===== src/rtl/axi4_burst_pkg.sv =====
// Types, AXI encodings and burst legality helpers for the AXI4 burst master.
package axi4_burst_pkg;

    typedef enum logic [2:0] {
        ST_IDLE,
        ST_WADDR,
        ST_WDATA,
        ST_WRESP,
        ST_RADDR,
        ST_RDATA,
        ST_DONE
    } state_t;

    localparam logic [1:0] RESP_OKAY   = 2'b00;
    localparam logic [1:0] RESP_EXOKAY = 2'b01;
    localparam logic [1:0] RESP_SLVERR = 2'b10;
    localparam logic [1:0] RESP_DECERR = 2'b11;

    localparam logic [2:0] SIZE_4B    = 3'b010;
    localparam logic [1:0] BURST_INCR = 2'b01;

    localparam logic [13:0] PAGE_BYTES = 14'd4096;

    // Illegal when misaligned or when the byte after the burst lies beyond the 4 KB page.
    function automatic logic cmd_illegal(input logic [11:0] addr_lo, input logic [7:0] len);
        logic [13:0] end_byte;
        end_byte = {2'b00, addr_lo} + {4'b0000, len, 2'b00} + 14'd4;
        return (addr_lo[1:0] != 2'b00) || (end_byte > PAGE_BYTES);
    endfunction

    // Responses are ordered so that the numerically larger one is the more severe.
    function automatic logic [1:0] resp_max(input logic [1:0] a, input logic [1:0] b);
        return (a > b) ? a : b;
    endfunction

endpackage


===== src/rtl/axi4_burst_master.sv =====
// AXI4 master that turns one command into one INCR write or read burst and
// reports the merged response with a single-cycle done pulse.
module axi4_burst_master
    import axi4_burst_pkg::*;
#(
    parameter int ADDR_WIDTH = 32,
    parameter int DATA_WIDTH = 32
) (
    input  logic                  ACLK,
    input  logic                  ARESETn,

    input  logic                  cmd_valid,
    output logic                  cmd_ready,
    input  logic                  cmd_write,
    input  logic [ADDR_WIDTH-1:0] cmd_addr,
    input  logic [7:0]            cmd_len,
    input  logic [31:0]           cmd_seed,

    output logic [ADDR_WIDTH-1:0] AWADDR,
    output logic [7:0]            AWLEN,
    output logic [2:0]            AWSIZE,
    output logic [1:0]            AWBURST,
    output logic                  AWVALID,
    input  logic                  AWREADY,

    output logic [DATA_WIDTH-1:0] WDATA,
    output logic [3:0]            WSTRB,
    output logic                  WLAST,
    output logic                  WVALID,
    input  logic                  WREADY,

    input  logic [1:0]            BRESP,
    input  logic                  BVALID,
    output logic                  BREADY,

    output logic [ADDR_WIDTH-1:0] ARADDR,
    output logic [7:0]            ARLEN,
    output logic [2:0]            ARSIZE,
    output logic [1:0]            ARBURST,
    output logic                  ARVALID,
    input  logic                  ARREADY,

    input  logic [DATA_WIDTH-1:0] RDATA,
    input  logic [1:0]            RRESP,
    input  logic                  RLAST,
    input  logic                  RVALID,
    output logic                  RREADY,

    output logic [DATA_WIDTH-1:0] rd_data,
    output logic                  rd_valid,
    output logic                  rd_last,

    output logic                  done,
    output logic [1:0]            done_resp,
    output logic                  done_err
);

    state_t      state;
    logic [7:0]  len_q;
    logic [31:0] seed_q;
    logic [7:0]  beat;
    logic [1:0]  resp_acc;

    // NOTE: every output is a flop written with <= here, so no xREADY input
    // ever reaches an output combinationally and no latch can be inferred.
    always_ff @(posedge ACLK) begin
        if (!ARESETn) begin
            state     <= ST_IDLE;
            len_q     <= '0;
            seed_q    <= '0;
            beat      <= '0;
            resp_acc  <= RESP_OKAY;
            cmd_ready <= 1'b0;
            AWADDR    <= '0;
            AWLEN     <= '0;
            AWSIZE    <= '0;
            AWBURST   <= '0;
            AWVALID   <= 1'b0;
            WDATA     <= '0;
            WSTRB     <= '0;
            WLAST     <= 1'b0;
            WVALID    <= 1'b0;
            BREADY    <= 1'b0;
            ARADDR    <= '0;
            ARLEN     <= '0;
            ARSIZE    <= '0;
            ARBURST   <= '0;
            ARVALID   <= 1'b0;
            RREADY    <= 1'b0;
            rd_data   <= '0;
            rd_valid  <= 1'b0;
            rd_last   <= 1'b0;
            done      <= 1'b0;
            done_resp <= RESP_OKAY;
            done_err  <= 1'b0;
        end else begin
            done     <= 1'b0;
            rd_valid <= 1'b0;
            rd_last  <= 1'b0;

            case (state)
                ST_IDLE: begin
                    cmd_ready <= 1'b1;
                    if (cmd_valid && cmd_ready) begin
                        cmd_ready <= 1'b0;
                        len_q     <= cmd_len;
                        seed_q    <= cmd_seed;
                        // Rejected commands skip the bus entirely.
                        if (cmd_illegal(cmd_addr[11:0], cmd_len)) begin
                            state     <= ST_DONE;
                            done      <= 1'b1;
                            done_resp <= RESP_SLVERR;
                            done_err  <= 1'b1;
                        end else if (cmd_write) begin
                            state   <= ST_WADDR;
                            AWADDR  <= cmd_addr;
                            AWLEN   <= cmd_len;
                            AWSIZE  <= SIZE_4B;
                            AWBURST <= BURST_INCR;
                            AWVALID <= 1'b1;
                        end else begin
                            state   <= ST_RADDR;
                            ARADDR  <= cmd_addr;
                            ARLEN   <= cmd_len;
                            ARSIZE  <= SIZE_4B;
                            ARBURST <= BURST_INCR;
                            ARVALID <= 1'b1;
                        end
                    end
                end

                ST_WADDR: begin
                    if (AWREADY) begin
                        AWVALID <= 1'b0;
                        WVALID  <= 1'b1;
                        WDATA   <= DATA_WIDTH'(seed_q);
                        WSTRB   <= 4'hF;
                        WLAST   <= (len_q == 8'd0);
                        beat    <= 8'd0;
                        state   <= ST_WDATA;
                    end
                end

                ST_WDATA: begin
                    if (WREADY) begin
                        if (WLAST) begin
                            WVALID <= 1'b0;
                            WLAST  <= 1'b0;
                            BREADY <= 1'b1;
                            state  <= ST_WRESP;
                        end else begin
                            beat  <= beat + 8'd1;
                            WDATA <= DATA_WIDTH'(seed_q + 32'(beat) + 32'd1);
                            WLAST <= ((beat + 8'd1) == len_q);
                        end
                    end
                end

                ST_WRESP: begin
                    if (BVALID) begin
                        BREADY    <= 1'b0;
                        done      <= 1'b1;
                        done_resp <= BRESP;
                        done_err  <= 1'b0;
                        state     <= ST_DONE;
                    end
                end

                ST_RADDR: begin
                    if (ARREADY) begin
                        ARVALID  <= 1'b0;
                        RREADY   <= 1'b1;
                        beat     <= 8'd0;
                        resp_acc <= RESP_OKAY;
                        state    <= ST_RDATA;
                    end
                end

                ST_RDATA: begin
                    if (RVALID) begin
                        rd_valid <= 1'b1;
                        rd_data  <= RDATA;
                        rd_last  <= RLAST;
                        // An early or missing RLAST still ends the burst, flagged as an error.
                        if (RLAST || (beat == len_q)) begin
                            RREADY    <= 1'b0;
                            done      <= 1'b1;
                            done_resp <= resp_max(resp_acc, RRESP);
                            done_err  <= (RLAST != (beat == len_q));
                            state     <= ST_DONE;
                        end else begin
                            beat     <= beat + 8'd1;
                            resp_acc <= resp_max(resp_acc, RRESP);
                        end
                    end
                end

                ST_DONE: begin
                    done_err  <= 1'b0;
                    cmd_ready <= 1'b1;
                    state     <= ST_IDLE;
                end

                default: state <= ST_IDLE;
            endcase
        end
    end

endmodule

===== config.mk =====
export PLATFORM = sky130hd
export DESIGN_NAME = axi4_burst_master
export DESIGN_NICKNAME = d
export VERILOG_FILES = /design/src/rtl/axi4_burst_pkg.sv /design/src/rtl/axi4_burst_master.sv
export SDC_FILE = /design/constraint.sdc
export NUM_CORES = 1
export LEC_CHECK = 0
export ABC_CLOCK_PERIOD_IN_PS = 3250
export CORE_AREA = 2 2 153 155
export CTS_CLUSTER_DIAMETER = 200
export CTS_CLUSTER_SIZE = 14
export DETAILED_ROUTE_END_ITERATION = 6
export DIE_AREA = 0 0 155 157
export PLACE_DENSITY_LB_ADDON = 0.12
export RECOVER_POWER = 25
export SLEW_MARGIN = 10
export SYNTH_ARGS = -nofsm -noshare
export SYNTH_HDL_FRONTEND = slang
export SYNTH_SLANG_ARGS = --single-unit

===== constraint.sdc =====
create_clock -name ACLK -period 3.25 [get_ports ACLK]
set_clock_uncertainty 0.05 [all_clocks]
set_input_delay 0.65 -clock ACLK [delete_from_list [all_inputs] [get_ports ACLK]]
set_output_delay 0.65 -clock ACLK [all_outputs]
set_load 0.005 [all_outputs]

* Yosys cells after proc, flatten, opt, wreduce, memory -nomap -nowiden
Index checks and enable logic that the tools add are counted.
Word-level totals: bits of input ports 118, register bits 213, output and inout bits 171
Operators by class: reduce and logical (&&, ||, !) cells 34, $add $sub $neg 5, order comparisons 2, equality and inequality tests 23, bitwise logic cells 2, muxes and demuxes 73
Operator list (count):
- $mux W32 | 3
- $pmux W32 S2 | 1
- $mux W8 | 6
- $add A32 B1 Y32 const B | 1
- $add A32 B8 Y32 | 1
- $pmux W8 S4 | 1
- $mux W1 | 31
- $mux W3 | 10
- $ne A2 B2 Y1 const B | 14
- $reduce_and A4 Y1 | 7
- $mux W2 | 9
- $pmux W3 S6 | 1
- $eq A8 B8 Y1 | 2
- $add A13 B3 Y14 const B | 1
- $gt A14 B13 Y1 const B | 1
- $pmux W1 S2 | 7
- $reduce_bool A2 Y1 | 7
- $add A12 B10 Y13 | 1
- $reduce_and A6 Y1 | 2
- $reduce_and A5 Y1 | 2
- $eq A3 B3 Y1 const B | 3
- $add A8 B1 Y8 const B | 1
- $logic_not A8 Y1 | 1
- $reduce_and A2 Y1 | 4
- 17 further kinds | 22

* Longest topological paths before layout
word-level depth 7, depth in mapped cells 15, mapped depth without buffers 13

* Least setup slack after synthesis
OpenSTA, ideal clock, no wires.
path kind input port to flip-flop, from in cmd_addr[4], to reg AWADDR[13], library setup time 0.072 ns, setup slack -0.158 ns, buffers on the path 2, cell stages on the path 11, data required time 3.128 ns, arrival time 3.286 ns, cell sequence ha_1 ha_1 a211oi_1 o21ai_0 mux2i_1 or4_4 o31ai_4 and3_1 buf_6 buf_8 mux2i_1
Between the ends: word-level cells in the longest chain between the ends 6
Ends and longest elaborated chain:
- start: declaration | line axi4_burst_master.sv:15 | input logic [ADDR_WIDTH-1:0] cmd_addr,
- $add A12 B10 Y13 | line axi4_burst_pkg.sv:27 | end_byte = {2'b00, addr_lo} + {4'b0000, len, 2'b00} + 14'd4;
- $add A13 B3 Y14 | line axi4_burst_pkg.sv:27
- $gt A14 B13 Y1 | line axi4_burst_pkg.sv:28 | return (addr_lo[1:0] != 2'b00) || (end_byte > PAGE_BYTES);
- $logic_or A1 B1 Y1 | line axi4_burst_pkg.sv:28
- $not A1 Y1 (no source line)
- $reduce_and A4 Y1 (no source line)
- end signal: assignment | line axi4_burst_master.sv:116 | AWADDR <= cmd_addr;
- end: declaration | line axi4_burst_master.sv:19 | output logic [ADDR_WIDTH-1:0] AWADDR,
Every way passes these cells. A chain may end at the register's enable or synchronous reset.

* Worst setup path in the final report
from in cmd_addr[9], to reg AWADDR[27]
Same word-level chain as after synthesis.

==> key figures <==
Global routing
  – Initial antenna violation count: 2
  – First-pass GRT wire length: 44,200 um
  – Total track usage: 0.223
  – Number of global-route vias before repair: 8,226
  – Largest net degree at the start of global routing: 106
  – Overflow after GRT: 0

Routing
  – # DRC: 0
  – Starting DRT DRC Count: 467
  – Vias per cell: 5.11
  – Via Count: 8,813
  – Routed WL per cell: 16.5 um
  – Final WL: 28,400 um
  – Routed Antenna Nets: 0
  – DR pass1 iterations: 4

STA
  – Final setup fails: 0
  – RSZ-0062 raised after global routing: true
  – Fmax: 318 MHz
  – Fin. max-slew vios: 0
  – Final worst path period share: 0.968
  – Final worst path period need: 3140 ps
  – Final worst slack: 105 ps
  – Setup TNS: 0 ps
  – Worst Tran Pin Value: 776 ps
  – Slew HR: 0.483
  – Fin. Hold Viols: 0

Yosys
  – Register bit total from synthesis: 213
  – Simple-gate share of the synthesized area: 0.199
  – Most numerous cell in the Yosys netlist: nand2_1
  – Ys flop type: dfxtp_1
  – Syn Inst Count: 1,139
  – Synth Area in Compound Gates: 0.132
  – Post-synth top cells: nand2_1 (299), dfxtp_1 (213), a21oi_1 (118)
  – Largest family of logic cells by synthesized area: simple AND/OR/NAND/NOR gates
  – Post-synthesis sequential area ratio: 0.446
  – Post-Synth Adder-Cell Area: 0.0421
  – Syn avg cell area: 8.39 sq um
  – Main area contributors after synthesis: dfxtp_1 (45%), nand2_1 (12%), mux2i_1 (8.5%), a21oi_1 (6.2%), ha_1 (3.8%)
  – Cell variety after synth: 57
  – Mux contribution to synthesized area: 0.0848
  – Synth top area share: 0.446
  – Cell area after synthesis: 0.00956 sq mm
  – Async SR Flop Fraction: 0
  – Cell taking the most area after synthesis: dfxtp_1
  – YS warnings: 0
  – Post-Synth XOR/XNOR Area: 0.0431
  – Post-synth EDFFs: 0

Finish
  – Area growth, synth to finish: 43.7%
  – Total Nets Final: 1,585
  – Proportion of layout cells with a drive suffix above 1: 0.0884
  – Non-filler instance count after layout: 1,723
  – Post-Route Utilization: 0.610

Power and ir drop
  – Total power: 6990 uW
  – Leakage: 0.00553 uW
  – Max rail drop VDD: 0.000342 V
  – P per Cell Area: 509 mW/mm^2

Critical path
  – CP endpoint kind: flip-flop
  – CP Launch Type: input pin
  – Critical Path RT: 3620 ps
  – Critical path peak fanout: 5
  – CP Class: input pin to flip-flop
  – Reg-to-reg slack, setup: 330 ps
  – Worst EP arrival: 3520 ps

Clock tree
  – Max H-tree Level: 1
  – Clk_lat worst skew: 500 ps
  – Clock Pin Slew Worst Setup and Hold Paths: 60 ps
  – CTS Buffer Depth: 3
  – Total CTS buffers: 19
  – CTS tree: yes
  – CTS root buffer: clkbuf_16
  – Clock Sink Count: 213

Placed design
  – IO buf count: 282
  – Number of cells after detailed placement: 1,688
  – Pre-CTS setup slack: -654 ps
  – GP Congestion: 0.876
  – DP Wirelength: 19,900 um

Worst hold path
  – Worst hold path class: flip-flop to flip-flop

Floorplanning
  – Die Y: 157 um
  – CORE AREA: 0.0225 sq mm
  – Row count: 55
  – Die W: 155 um
  – Die ar.: 0.0243 sq mm
  – IO Pins: 289
  – Initial Utilization: 0.425

Flow run
  – Max-Cap Viols: 0

Status
  – Status: complete, no violations
[final timing paths]
| kind | startpoint | to | cells past startpoint |
|---|---|---|---|
| max reg2reg | beat[5]$_SDFFE_PN0P_ | beat[7]$_SDFFE_PN0P_ | 10 |
| max | cmd_addr[9] | AWADDR[27]$_SDFFE_PN0P_ | 13 |
| min reg2reg | done_err$_SDFFE_PN0P_ | done_err$_SDFFE_PN0P_ | 2 |
| min | done_err$_SDFFE_PN0P_ | done_err$_SDFFE_PN0P_ | 2 |
[registers in the layout (all words and copies together), names as in the netlist, 2 cells and up]
name and count:
ARADDR 32, AWADDR 32, WDATA 32, rd_data 32, seed_q 32, ARLEN 8
AWLEN 8, beat 8, len_q 8, state 3, done_resp 2, resp_acc 2
[through the flow]
stage,area [sq um],hold WS [ps]
6_report,13700,394
5_1_grt,13700,417
3_5_place_dp,12900,389
3_3_place_gp,12900,387
2_1_floorplan,9640,388
4_1_cts,13600,399
[placed cells by master, fill, tap and decap left out, types with 25 or more instances in the layout]
cell / count
nand2_1: 298
buf_4: 49
a21oi_1: 116
nor2_1: 46
dlygate4sd3_1: 87
clkdlybuf4s50_1: 181
dfxtp_1: 213
inv_1: 25
mux2i_1: 81
xnor2_1: 27
o21ai_0: 46
[layout make-up]
cell class / count / area [sq um]
tap: 285 / 357
fill: 1973 / 8770
multi-input combinational: 827 / 5050
clock buffer: 19 / 475
clock inverter: 2 / 25.0
antenna: 2 / 5.00
inverter: 29 / 110
timing repair buffer: 346 / 3450
sequential: 213 / 4260
[per-layer routing]
metal	vias up	global-route usage	share of wire
met4	0	0.0675	0.026
li1	4432	-	-
met5	-	0	0
met2	270	0.375	0.47
met3	44	0.0363	0.059
met1	4067	0.295	0.44
[critical path: stages]
cell,delay (ps)
clkdlybuf4s50_1,450
ha_1,220
ha_1,320
nand2b_1,120
o21ba_2,130
mux2i_1,70
or4_4,550
o31ai_4,250
and3_4,250
buf_6,140
buf_12,110
buf_16,110
mux2i_1,160
[power breakdown]
| group | leakage, uW | switching, uW | internal [uW] |
|---|---|---|---|
| Sequential | 0.00172 | 221 | 2860 |
| Clock | 0.000246 | 979 | 1050 |
| Combinational | 0.00356 | 949 | 928 |
| Total | 0.00553 | 2150 | 4840 |
[kinds of logic (layout without fill, tap and decap cells)]
logic type | Yosys count | after routing
AO/OA/AOI/OAI | 220 | 220
XOR/XNOR | 47 | 47
adder cells (fa/ha/maj) | 31 | 31
buffers and inverters | 104 | 396
flip-flops | 213 | 213
multiplexers | 81 | 81
other | 1 | 8
AND/OR/NAND/NOR | 442 | 442
[timing repair]
action	in CTS	in global routing
gates cloned	3	0
gates resized for setup	25	19
endpoints found under the setup margin	87	88
pin swaps	9	8
hold buffers	0	0
buffers inserted	8	1
(Power assumes the default switching activity.)
